`src/rtl/countdown_timer_pkg.sv`:
```
// Shared types and defaults for the countdown timer block.
package countdown_timer_pkg;

   typedef enum logic [1:0] {
      IDLE = 2'd0,
      RUN  = 2'd1,
      DONE = 2'd2
   } state_t;

   localparam int unsigned DEFAULT_WIDTH = 4;

endpackage

```
`src/rtl/countdown_tc_detect.sv`:
```
// Expiry detection: a running count at 1 that is enabled and not pre-empted by load.
module countdown_tc_detect
   import countdown_timer_pkg::*;
#(
   parameter int unsigned WIDTH = DEFAULT_WIDTH
) (
   input  state_t           state,
   input  logic             en,
   input  logic             load,
   input  logic [WIDTH-1:0] count,
   output logic             expire
);

   localparam logic [WIDTH-1:0] ONE = WIDTH'(1);

   always_comb begin
      expire = (state == RUN) && en && (count == ONE) && !load;
   end

endmodule

```
`src/rtl/countdown_timer.sv`:
```
// Loadable down-counter with one-shot or auto-reload expiry and a registered terminal-count pulse.
module countdown_timer
   import countdown_timer_pkg::*;
#(
   parameter int unsigned WIDTH = DEFAULT_WIDTH
) (
   input  logic             clk,
   input  logic             reset,
   input  logic             load,
   input  logic [WIDTH-1:0] init,
   input  logic             en,
   input  logic             reload_mode,
   output logic [WIDTH-1:0] out,
   output logic             tc,
   output logic             busy,
   output logic             done
);

   localparam logic [WIDTH-1:0] ONE = WIDTH'(1);

   state_t           state;
   state_t           state_next;
   logic [WIDTH-1:0] reload_val;
   logic [WIDTH-1:0] reload_next;
   logic [WIDTH-1:0] out_next;
   logic             tc_next;
   logic             expire;

   countdown_tc_detect #(
      .WIDTH (WIDTH)
   ) u_tc_detect (
      .state  (state),
      .en     (en),
      .load   (load),
      .count  (out),
      .expire (expire)
   );

   always_ff @(posedge clk) begin
      if (reset) begin
         state      <= IDLE;
         out        <= '0;
         reload_val <= '0;
         tc         <= 1'b0;
         busy       <= 1'b0;
         done       <= 1'b0;
      end else begin
         state      <= state_next;
         out        <= out_next;
         reload_val <= reload_next;
         tc         <= tc_next;
         busy       <= (state_next == RUN);
         done       <= (state_next == DONE);
      end
   end

   // Priority: load, then expiry, then plain decrement; everything else holds.
   always_comb begin
      state_next  = state;
      out_next    = out;
      reload_next = reload_val;
      tc_next     = 1'b0;
      if (load) begin
         out_next    = init;
         reload_next = init;
         state_next  = (init != '0) ? RUN : IDLE;
      end else if (expire) begin
         tc_next = 1'b1;
         if (reload_mode) begin
            out_next = reload_val;
         end else begin
            out_next   = '0;
            state_next = DONE;
         end
      end else if ((state == RUN) && en && (out > ONE)) begin
         out_next = out - ONE;
      end
   end

endmodule

```
`config.mk`:
```
export PLATFORM = sky130hd
export DESIGN_NAME = countdown_timer
export DESIGN_NICKNAME = d
export VERILOG_FILES = /design/src/rtl/countdown_timer_pkg.sv /design/src/rtl/countdown_tc_detect.sv /design/src/rtl/countdown_timer.sv
export SDC_FILE = /design/constraint.sdc
export NUM_CORES = 1
export LEC_CHECK = 0
export CORE_AREA = 2 2 39 41
export DETAILED_ROUTE_END_ITERATION = 10
export DIE_AREA = 0 0 41 43
export DONT_BUFFER_PORTS = 1
export HOLD_SLACK_MARGIN = 0.1
export PLACE_DENSITY = 0.66
export SYNTH_ARGS = -nofsm -noshare
export SYNTH_HDL_FRONTEND = slang
export SYNTH_SLANG_ARGS = --single-unit
```
`constraint.sdc`:
```
create_clock -name clk -period 3.7 [get_ports clk]
set_clock_uncertainty 0.2 [all_clocks]
set_input_delay 0.185 -clock clk [delete_from_list [all_inputs] [get_ports clk]]
set_output_delay 0.185 -clock clk [all_outputs]
set_load 0.02 [all_outputs]
```
* Yosys cells after proc, flatten, opt, wreduce, memory -nomap -nowiden
Cells that the tools add are included.
** Storage, ports and cells
- Input bits :: 9
- Output and inout port bits :: 7
- Logic and storage cells :: 29
- Register bits after elaboration :: 13
** Cells by class
- Order comparisons :: 1
- Eq/ne operators :: 4
- Reductions and logical operators :: 8
- Muxes and demuxes :: 9
- Add/subtract/negate cells :: 1
** Operator list (count)
- 2-to-1 mux 4 bit :: 4
- 2-to-1 mux 2 bit :: 3
- equality test 2 x 1 -> 1 bit, second input constant :: 2
- equality test 4 x 1 -> 1 bit, second input constant :: 1
- greater-than comparator 4 x 1 -> 1 bit, second input constant :: 1
- logical AND 1 bit :: 4
- nonzero test 4 bit :: 1
- subtractor 4 x 1 -> 4 bit, second input constant :: 1
- nonzero test 3 bit :: 1
- equality test 2 bit, second input constant :: 1
- 2-to-1 mux 1 bit :: 2
- OR reduction 2 bit :: 1
- logical NOT 1 bit :: 1

* Depth between registers and ports, before layout
Gate-level depths: netlist of run 1.
- Depth after elaboration :: 7
- Gate-level depth with buffers :: 6
- Gate-level depth less buffers :: 6

* By module
Synthesis of run 1 repeated with hierarchy kept, for this count alone.
** Unflattened totals
- Cell total of the unflattened synthesis :: 74
- Area, all modules :: 664.4 sq um
** By module, submodules not included
- countdown_timer :: cells each 71, instances 1, area an instance 640.6 sq um, seq. area each 260.2 sq um
- countdown_tc_detect :: cells each 3, instances 1, area an instance 23.8 sq um, seq. area each 0.0 sq um

* Least setup slack after synthesis of run 1
OpenSTA, ideal clock, no wires.
- Path type :: register to register
- Start :: reg out[0]
- End :: reg busy
- Clock period less this slack :: 2141 ps
- Cell stages (with the launch flop) :: 6
- Slack :: 1559 ps
- Required time :: 3384 ps
- Buffers on the path :: 0
- Data arrival time :: 1826 ps
- Setup time :: 116 ps
- Cells stage by stage :: dfxtp_1 > ha_1 > or3b_1 > or3_4 > nor2b_4 > a31o_1
** Between the ends
- Cells in the longest elaborated chain, start to end :: 6
** Ends and longest elaborated chain
- from (decl) :: line countdown_timer.sv:13 : output logic [WIDTH-1:0] out,
- from (signal assigned) :: line countdown_timer.sv:49 : out <= out_next;
- equality test 4 x 1 -> 1 bit :: line countdown_tc_detect.sv:17 : expire = (state == RUN) && en && (count == ONE) && !load;
- logical AND 1 bit (2 in a row) :: line countdown_tc_detect.sv:17
- 2-to-1 mux 2 bit :: line countdown_timer.sv:67 : end else if (expire) begin
- 2-to-1 mux 2 bit :: line countdown_timer.sv:63 : if (load) begin
- equality test 2 x 1 -> 1 bit :: line countdown_timer.sv:52 : busy <= (state_next == RUN);
- to (signal assigned) :: line countdown_timer.sv:52
- to (decl) :: line countdown_timer.sv:15 : output logic busy,
No other way between the ends.
A chain may end at the register's enable or synchronous reset.

* Worst setup path in the final report of run 1
- Start :: reg out[0]
- End :: reg state[0]
** Between the ends
- Cells in the longest elaborated chain, start to end :: 5
** Ends and longest elaborated chain
- equality test 4 x 1 -> 1 bit :: line countdown_tc_detect.sv:17
- logical AND 1 bit (2 in a row) :: line countdown_tc_detect.sv:17
- 2-to-1 mux 2 bit :: line countdown_timer.sv:67
- 2-to-1 mux 2 bit :: line countdown_timer.sv:63
- to (signal assigned) :: line countdown_timer.sv:48 : state <= state_next;
- to (decl) :: line countdown_timer.sv:21 : state_t state;
No other way between the ends.

==> results_dict.tcl, run 1 <==
set metrics [dict create \
    clock-sinks 13 \
    wl_mm 1.51 \
    tns_ps 0 \
    tightestPinTransition_ps 465 \
    fin_cells 104 \
    dp_slack_ps 1460 \
    io_buffers 0 \
    clk_latency_ps 280 \
    first_iter_violations 20 \
    ys.flop_type "dfxtp_1" \
    cts.htree.levels 1 \
    fin_crit_ps 2650 \
    final_util_pct 58.6 \
    synth-seq-cells 13 \
    cp.required_ps 3670 \
    cp_top_family "simple AND/OR/NAND/NOR gates" \
    dpl.cell_count 89 \
    start_util_pct 49.5 \
    synth_top_family_by_area "simple AND/OR/NAND/NOR gates" \
    crit_path_start_kind "flop" \
    status "completed" \
    drive_gt1_share_pct 6.82 \
    die_y_um 43 \
    gp_congestion 0.816 \
    diodes 0 \
    first_global_vias 554 \
    wl_per_cell_um 14.5 \
    final.setup.worst_slack_ps 1050 \
    syn_area_per_cell_um2 8.89 \
    clkTransAtPathRegs_ps 80 \
    core_area_mm2 0.00138 \
    synth_compound_area_share_pct 19.0 \
    die_w_um 41 \
    tritoncts "done" \
    crit_arrival_ps 2620 \
    critPathMaxFanout 7 \
    netlist_area_um2 684 \
    avgViaCountPerCell 5.81 \
    max-clock-path-buffers 2 \
    synth-edff-count 0 \
    hpwlAfterDp_mm 1.03 \
    synth_nets 88 \
    fmax_mhz 377 \
    synth_xor_area_share_pct 0 \
    ys_seq_area_share_pct 38.0 \
    grt_overflow 0 \
    crit_type "reg -> reg" \
    nNetsFinal 100 \
    rsz0062_at_grt "false" \
    post_cts_buffers 0 \
    cts-buffers-inserted 3 \
    die_area_mm2 0.00176 \
    first_pass_iters 4 \
    row_count 14 \
    antenna_found_initial 0 \
    ios 16 \
    powerDensity_mw_per_mm2 363 \
    critPathCaptureType "flop" \
    grt_max_degree 12 \
    post_cts_resize_count 0 \
    root_buffer "clkbuf_4" \
    drc 0 \
    hold_class "in -> reg" \
    fin_crit_sh_pct 71.6 \
    hold_slack_ps 103 \
    grt_pass1_wl_mm 2.39 \
    synthCells 77 \
    postRouteAntennaNets 0 \
    via_count 604 \
    crit_path_max_incr_delay_ps 560 \
    grt_use_total_pct 20.6 \
    maxCapViolations 0 \
    p_leak_nw 0.311 \
    syn2layout_area_growth_pct 18.5 \
    synthAdderAreaFrac_pct 3.66 \
    cpMaxStageDelayCell "dlygate4sd3_1" \
    muxShareOfSynthArea_pct 4.39 \
    relSlewSlack_pct 69.0 \
    worst-path-buf-inv 1 \
    crit_path_cell_trace "ha_1 > or3b_1 > or3_4 > nand3b_1 > a21oi_1 > dlygate4sd3_1" \
    ys_types 34 \
    ir_drop_mv 0.188 \
    setup_viol 0 \
    synth_warnings 0 \
    synth-simple-area-share_pct 28.9 \
    hold_viol 0 \
    synthArstFlopShare_pct 0 \
    report.final.slew_viol_count 0 \
]
## cell type report
type | count | area (um^2)
Clock buffer | 4 | 26.3
Fill cell | 138 | 573
Inverter | 3 | 11.3
Multi-Input combinational cell | 57 | 383
Sequential cell | 13 | 260
Tap cell | 16 | 20.0
Timing Repair Buffer | 11 | 110
## power by group
group          internal (mW)  leakage, nW  total [mW]  switching, mW
clock network         0.0419       0.0150      0.0883         0.0463
registers              0.147        0.107       0.160         0.0124
logic                 0.0242        0.189      0.0465         0.0223
## state kept, by name, summed over array words and instances (netlist names)
register    cells
busy            1
tc              1
state           2
done            1
reload_val      4
out             4
## Yosys cell counts, types with 2 or more instances
| library cell | number | share of area [%] |
|---|---|---|
| dfxtp_1 | 13 | 38 |
| nor2_1 | 7 | 3.8 |
| nand2_1 | 6 | 3.3 |
| a21oi_1 | 5 | 3.7 |
| o21ai_0 | 5 | 3.7 |
| inv_1 | 3 | 1.6 |
| mux2i_1 | 3 | 4.4 |
| nand3b_1 | 3 | 3.3 |
| buf_4 | 2 | 2.2 |
| ha_1 | 2 | 3.7 |
| nand2b_1 | 2 | 1.8 |
| nand4b_1 | 2 | 2.6 |
| nor3_1 | 2 | 1.5 |
| nor3b_1 | 2 | 2.2 |
## metrics by stage
step | total power, mW | area, um^2
floorplan | 0.193 | 684
CTS | 0.297 | 811
global placement | 0.195 | 674
finish | 0.294 | 811
global route | 0.307 | 811
detailed placement | 0.196 | 674
## cell usage in the layout (no fill, tap or decap)
master / n
dfxtp_1: 13
dlygate4sd3_1: 11
nor2_1: 7
nand2_1: 6
a21oi_1: 5
o21ai_0: 5
inv_1: 3
nand3b_1: 3
mux2i_1: 3
clkbuf_4: 3
nand2b_1: 2
nor3b_1: 2
nand4b_1: 2
nor3_1: 2
ha_1: 2
o41ai_1: 1
or3b_1: 1
or3_4: 1
nor4b_1: 1
o211a_1: 1
o22ai_1: 1
or2_1: 1
or4bb_1: 1
o22a_2: 1
nor2b_1: 1
a32oi_1: 1
o21ai_1: 1
o21bai_1: 1
nand3_1: 1
a21boi_0: 1
o31ai_1: 1
nor2b_4: 1
a31o_1: 1
clkbuf_1: 1
## cells by family (layout without fill, tap and decap cells)
logic type / after synthesis / after routing
mux: 3 / 3
compound gates: 20 / 20
flops: 13 / 13
fa+ha+maj: 2 / 2
buf+inv: 7 / 18
simple gates: 32 / 32
## worst reg2reg max path: stages, from the launching register on
cell	delay, ps
dfxtp_1	490
ha_1	310
or3b_1	420
or3_4	390
nand3b_1	100
a21oi_1	70
dlygate4sd3_1	560
## worst paths after layout
| kind | start | endpoint | slack [ps] | depth (start not counted) |
|---|---|---|---|---|
| max | out[0] | state[0] | 1050 | 6 |
| min | reload_mode | out[2] | 100 | 4 |
| max reg2reg | out[0] | state[0] | 1050 | 6 |
| min reg2reg | reload_val[1] | reload_val[1] | 280 | 2 |
## what timing repair did
item	4_1_cts	5_1_grt
endpoints found under the hold margin	13	0
hold buffers	11	0
endpoints found under the setup margin	0	0
## metal layers
layer  track usage, %  vias to the layer above  share of wire [%]
met5                0                        -                  0
li1                 -                      301                  -
met2             29.1                       22                 47
met3             3.66                        5                6.0
met1             27.4                      276                 44
met4             14.0                        0                2.7
(Power assumes the default switching activity.)
==> run 2, diff against run 1 <==
--- a/config.mk
+++ b/config.mk
@@ -5,12 +5,12 @@
 export SDC_FILE = /design/constraint.sdc
 export NUM_CORES = 1
 export LEC_CHECK = 0
-export CORE_AREA = 2 2 39 41
+export CORE_MARGIN = 1
+export CORE_UTILIZATION = 52
 export DETAILED_ROUTE_END_ITERATION = 10
-export DIE_AREA = 0 0 41 43
 export DONT_BUFFER_PORTS = 1
 export HOLD_SLACK_MARGIN = 0.1
-export PLACE_DENSITY = 0.66
+export PLACE_DENSITY = 0.7
 export SYNTH_ARGS = -nofsm -noshare
 export SYNTH_HDL_FRONTEND = slang
 export SYNTH_SLANG_ARGS = --single-unit
==> constraint.sdc (replaced) <==
create_clock -name clk -period 2.13 [get_ports clk]
set_clock_uncertainty 0.2 [all_clocks]
set_input_delay 0.1065 -clock clk [delete_from_list [all_inputs] [get_ports clk]]
set_output_delay 0.1065 -clock clk [all_outputs]
set_load 0.02 [all_outputs]
==> run 2 against run 1 <==
  * First-iteration DRC count increased by 5.0%
  * Register-to-register slack got worse by 960 ps
  * Highest routed layer unchanged
  * Final cell count rose by 0.96%
  * Via count grew 7.6%
  * Die area shrank 17%
  * Critical endpoint is now busy
  * Flip-flop and latch count did not move
==> results_dict.tcl, run 2 (same netlist as run 1, synthesis figures left out) <==
set metrics [dict create \
    start_util_pct 58.4 \
    clock-sinks 13 \
    first_iter_violations 21 \
    pwr-share-seq_pct 50.0 \
    io_buffers 0 \
    nFillCells 84 \
    powerDensity_mw_per_mm2 641 \
    cp.required_ps 2110 \
    fin_cells 105 \
    core_area_mm2 0.00117 \
    avgViaCountPerCell 6.19 \
    die_area_mm2 0.00147 \
    drc 0 \
    fin_area_um2 827 \
    first_pass_iters 4 \
    maxCapViolations 0 \
    die_y_um 38.3 \
    crit_path_cell_trace "inv_1 > ha_1 > or3b_1 > or3_4 > nor2b_4 > a31o_1" \
    fmax_mhz 491 \
    cts.htree.levels 1 \
    multi_input_area_um2 383 \
    die_w_um 38.3 \
    regArea_um2 262 \
    fin_crit_sh_pct 95.7 \
    post_cts_buffers 0 \
    via_count 650 \
    grt_overflow 0 \
    crit_type "reg -> reg" \
    p_sw_share_pct 29.1 \
    rsz0062_at_grt "false" \
    placed_area_um2 711 \
    cts_hold_buf 9 \
    crit_arrival_ps 2020 \
    pwr-share-clk_pct 30.1 \
    first_global_vias 588 \
    mostFrequentLayoutCells "dfxtp_1 (12), dlygate4sd3_1 (9), nor2_1 (7), nand2_1 (6)" \
    ios 16 \
    diodes 0 \
    dpl.cell_count 92 \
    met3_usage_pct 6.98 \
    antenna_found_initial 0 \
    power_mw 0.530 \
    max-clock-path-buffers 2 \
    cts-buffers-inserted 3 \
    ir_drop_mv 0.463 \
    tritoncts "done" \
    root_buffer "clkbuf_4" \
    grt_max_degree 14 \
    crit_path_start_kind "flop" \
    hpwlAfterDp_um 990 \
    cpMaxStageDelayCell "or3b_1" \
    p_sw_mw 0.154 \
    tightestPinTransition_ps 464 \
    syn2layout_area_growth_pct 20.8 \
    status "completed" \
    hold_slack_ps 324 \
    critPathCaptureType "flop" \
    grt_use_total_pct 29.4 \
    fin_crit_ps 2040 \
    p_int_mw 0.376 \
    report.final.slew_viol_count 0 \
    p_leak_nw 0.326 \
    clk_latency_ps 280 \
    postRouteAntennaNets 0 \
    wl_mm 1.77 \
    grt_pass1_wl_mm 2.75 \
    gp_congestion 0.778 \
    comb_power_share_pct 19.9 \
    critPathMaxFanout 3 \
    hold_class "reg -> reg" \
    crit_path_max_incr_delay_ps 410 \
    row_count 12 \
    final_util_pct 70.6 \
    dp_slack_ps 129 \
    worst-path-buf-inv 1 \
    post_cts_resize_count 0 \
    tns_ps 0 \
    r2r_slack_ps 90 \
    reg.largest.list "out x4, reload_val x4, state x2" \
    cp_top_family "simple AND/OR/NAND/NOR gates" \
    layout_commonest_cell "dfxtp_1" \
    relSlewSlack_pct 68.6 \
    grt.busiest_layer "met2" \
    setup_viol 0 \
    nNetsFinal 103 \
    clkTransAtPathRegs_ps 80 \
    hold_viol 0 \
    grt_use_met1_pct 37.0 \
    use_met2_pct 43.2 \
    drive_gt1_share_pct 13.2 \
    wl_per_cell_um 16.9 \
    final.setup.worst_slack_ps 91.6 \
]
run 2: per-layer routing:
metal  vias to the layer above  share of wire [%]
met5                         -                  0
met4                         0                4.3
met3                         9                7.4
met2                        44                 44
met1                       292                 44
li1                        305                  -
run 2: path summary, 6_finish.rpt:
check,start,endpoint,cells after the start
setup / recovery,out[1],busy,6
hold / removal,state[1],done,2
hold reg to reg,state[1],done,2
setup reg to reg,out[1],busy,6
run 2: power groups by stage:
stage | sequential (mW) | combinational [mW] | clock, mW
3_5_place_dp | 0.270 | 0.0785 | 0
6_report | 0.265 | 0.105 | 0.159
3_3_place_gp | 0.270 | 0.0774 | 0
4_1_cts | 0.264 | 0.0997 | 0.162
2_1_floorplan | 0.278 | 0.0584 | 0
5_1_grt | 0.266 | 0.113 | 0.167
run 2: worst min-delay path, cell delays in order (launching register included):
cell and delay [ps]:
dfxtp_1 350, nand2b_1 80, a21oi_1 60
run 2: final cells by class:
type	instances	area share [%]
clock buffers	4	3.18
inverters	3	1.36
multi-input cells	57	46.3
flip-flops and latches	13	31.6
well taps	14	2.12
repair buffers	14	15.4
==> run 3, diff against run 2 <==
--- a/config.mk
+++ b/config.mk
@@ -5,12 +5,13 @@
 export SDC_FILE = /design/constraint.sdc
 export NUM_CORES = 1
 export LEC_CHECK = 0
+export ABC_AREA = 1
 export CORE_MARGIN = 1
-export CORE_UTILIZATION = 52
+export CORE_UTILIZATION = 53
 export DETAILED_ROUTE_END_ITERATION = 10
 export DONT_BUFFER_PORTS = 1
 export HOLD_SLACK_MARGIN = 0.1
-export PLACE_DENSITY = 0.7
+export PLACE_DENSITY = 0.71
 export SYNTH_ARGS = -nofsm -noshare
 export SYNTH_HDL_FRONTEND = slang
 export SYNTH_SLANG_ARGS = --single-unit
==> run 3 against run 2 <==
  * Global-route usage down 6.8 points
  * Flip-flop and latch count did not move
  * Final cell count is 34% higher
  * Non-clock buffer count shrank 5
  * First-iteration DRC count decreased by 19%
  * Critical path depth grew 4
  * Largest cell class unchanged
  * Largest power group unchanged
  * Highest routed layer unchanged
==> results_dict.tcl, run 3 <==
set metrics [dict create \
    r2r_end "out[2]" \
    clk_latency_ps 280 \
    tritoncts "done" \
    first_pass_iters 4 \
    cts.htree.levels 1 \
    start_util_pct 58.9 \
    first_global_vias 595 \
    setup_viol 0 \
    reg2reg_from "out[0]" \
    r2r_cells 10 \
    min_path_cells 4 \
    fin_crit_ps 1760 \
    synthArstFlopShare_pct 0 \
    netlist_area_um2 786 \
    tns_ps 0 \
    die_w_um 40.5 \
    synth_nets 126 \
    critPathMaxFanout 6 \
    yosysMostFrequentCell "nand2_1" \
    hp-start "reload_val[1]" \
    nFillCells 117 \
    antenna_found_initial 0 \
    wl_per_cell_um 10.9 \
    row_count 13 \
    clock-sinks 13 \
    syn_area_per_cell_um2 6.83 \
    grt_overflow 0 \
    crit_path_cell_trace "inv_1 > ha_1 > inv_1 > nor2_1 > nand2_1 > nand2_4 > nand3_1 > nand2_1 > inv_1 > a21oi_2" \
    wl_mm 1.54 \
    cp.required_ps 2090 \
    relSlewSlack_pct 60.6 \
    rsz0062_at_grt "false" \
    critPathCaptureType "flop" \
    hpwlAfterDp_mm 1.13 \
    synth_warnings 0 \
    fmax_mhz 568 \
    synth-seq-cells 13 \
    die_y_um 40.5 \
    status "completed" \
    drc 0 \
    ys_types 22 \
    p_leak_nw 0.448 \
    report.final.slew_viol_count 0 \
    ios 16 \
    maxCapViolations 0 \
    synthTopCellsByCount "nand2_1 (29), inv_1 (21), dfxtp_1 (13)" \
    cpMaxStageDelayCell "dfxtp_1" \
    mostFrequentLayoutCells "nand2_1 (29), inv_1 (21), dfxtp_1 (13), nor2_1 (12), nand3_1 (9)" \
    crit_path_max_incr_delay_ps 500 \
    ys_top_cells_by_area "dfxtp_1 (33%), nand2_1 (14%), inv_1 (10%), nand3_1 (5.7%), nor2_1 (5.7%)" \
    clkTransAtPathRegs_ps 80 \
    postRouteAntennaNets 0 \
    synth_top_area_share_pct 33.1 \
    fin_crit_sh_pct 82.7 \
    grt_pass1_wl_mm 2.41 \
    met1Wirelength_um 757 \
    top_layer_used "met4" \
    ys_seq_area_share_pct 33.1 \
    ir_drop_mv 0.473 \
    crit_type "reg -> reg" \
    drive_gt1_share_pct 15.1 \
    die_area_mm2 0.00164 \
    crit_arrival_ps 1720 \
    crit_path_start_kind "flop" \
    layout_commonest_cell "nand2_1" \
    core_area_mm2 0.00133 \
    reg.largest.list "out x4, reload_val x4, state x2" \
    syn2layout_area_growth_pct 14.8 \
    via_count 693 \
    hold-path-endpoint "reload_val[1]" \
    first_iter_violations 17 \
    io_buffers 0 \
    ys.flop_type "dfxtp_1" \
    tightestPinTransition_ps 588 \
    root_buffer "clkbuf_4" \
    grt_use_total_pct 22.6 \
    powerDensity_mw_per_mm2 603 \
    synthCells 115 \
    diodes 0 \
    path_common_cell "inv_1" \
    max-clock-path-buffers 2 \
    grt_max_degree 13 \
    post_cts_buffers 0 \
    hold_class "reg -> reg" \
    synth-edff-count 0 \
    avgViaCountPerCell 4.91 \
    cts-buffers-inserted 3 \
    r2r_slack_ps 370 \
    hold_slack_ps 316 \
    gp_congestion 0.764 \
    synth_top_area_cell "dfxtp_1" \
    hold_viol 0 \
    wl_met2_um 686 \
    nNetsFinal 138 \
    met3_length_um 68 \
]
[run 3: worst max path at each step]
stage | to | from | cells after the start
4_1_cts | out[2] | out[0] | 10
3_3_place_gp | out[2] | out[0] | 10
2_1_floorplan | out[3] | out[0] | 8
6_report | out[2] | out[0] | 10
3_5_place_dp | out[3] | out[0] | 8
5_1_grt | out[0] | out[0] | 10
[run 3: per-stage QoR]
stage	instances	area (um^2)	setup slack [ps]	power, mW	util, %
final	141	902	368	0.544	67.6
after global routing	141	902	210	0.572	67.6
after CTS	141	902	356	0.548	67.6
after detailed placement	129	796	398	0.368	59.7
after global placement	129	796	439	0.366	59.7
after floorplan	115	786	509	0.360	-
[run 3: layout make-up]
cell class / count / area, um^2 / share of cell area (%)
multi-input combinational: 78 / 427 / 47.3
clock buffer: 4 / 26.3 / 2.91
inverter: 22 / 82.6 / 9.15
timing repair buffer: 9 / 87.6 / 9.71
tap: 15 / 18.8 / 2.08
sequential: 13 / 260 / 28.8
[run 3: power by group]
part | internal, mW | switching [mW]
Combinational | 0.0449 | 0.0664
Clock | 0.0728 | 0.0877
Sequential | 0.256 | 0.0169
[run 3: cell families (layout without fill, tap and decap cells)]
group                    after synthesis  after routing  share of synthesized area, %
flip-flops                            13             13                          33.1
XOR/XNOR                               1              1                          1.11
AO/OA/AOI/OAI                         12             12                          9.71
buffers and inverters                 24             35                          12.6
AND/OR/NAND/NOR                       63             63                          40.3
adder cells (fa/ha/maj)                2              2                          3.18
[run 3: worst max-delay path, delay by kind of cell, from the launching register on]
family / cells / cell delay [ps]
adder cells (fa/ha/maj): 1 / 250
buffers and inverters: 3 / 260
flip-flops: 1 / 500
AND/OR/NAND/NOR: 5 / 370
AO/OA/AOI/OAI: 1 / 50
[run 3: repair_timing]
| item | 4_1_cts | 5_1_grt |
|---|---|---|
| endpoints found under the hold margin | 13 | 0 |
| gates resized for setup | 0 | 0 |
| hold buffers | 8 | 0 |
[run 3: metal layers]
metal,up-vias,GRT usage [%]
li1,373,-
met1,300,26.2
met2,18,38.1
met3,2,6.11
met4,0,10.0
met5,-,0
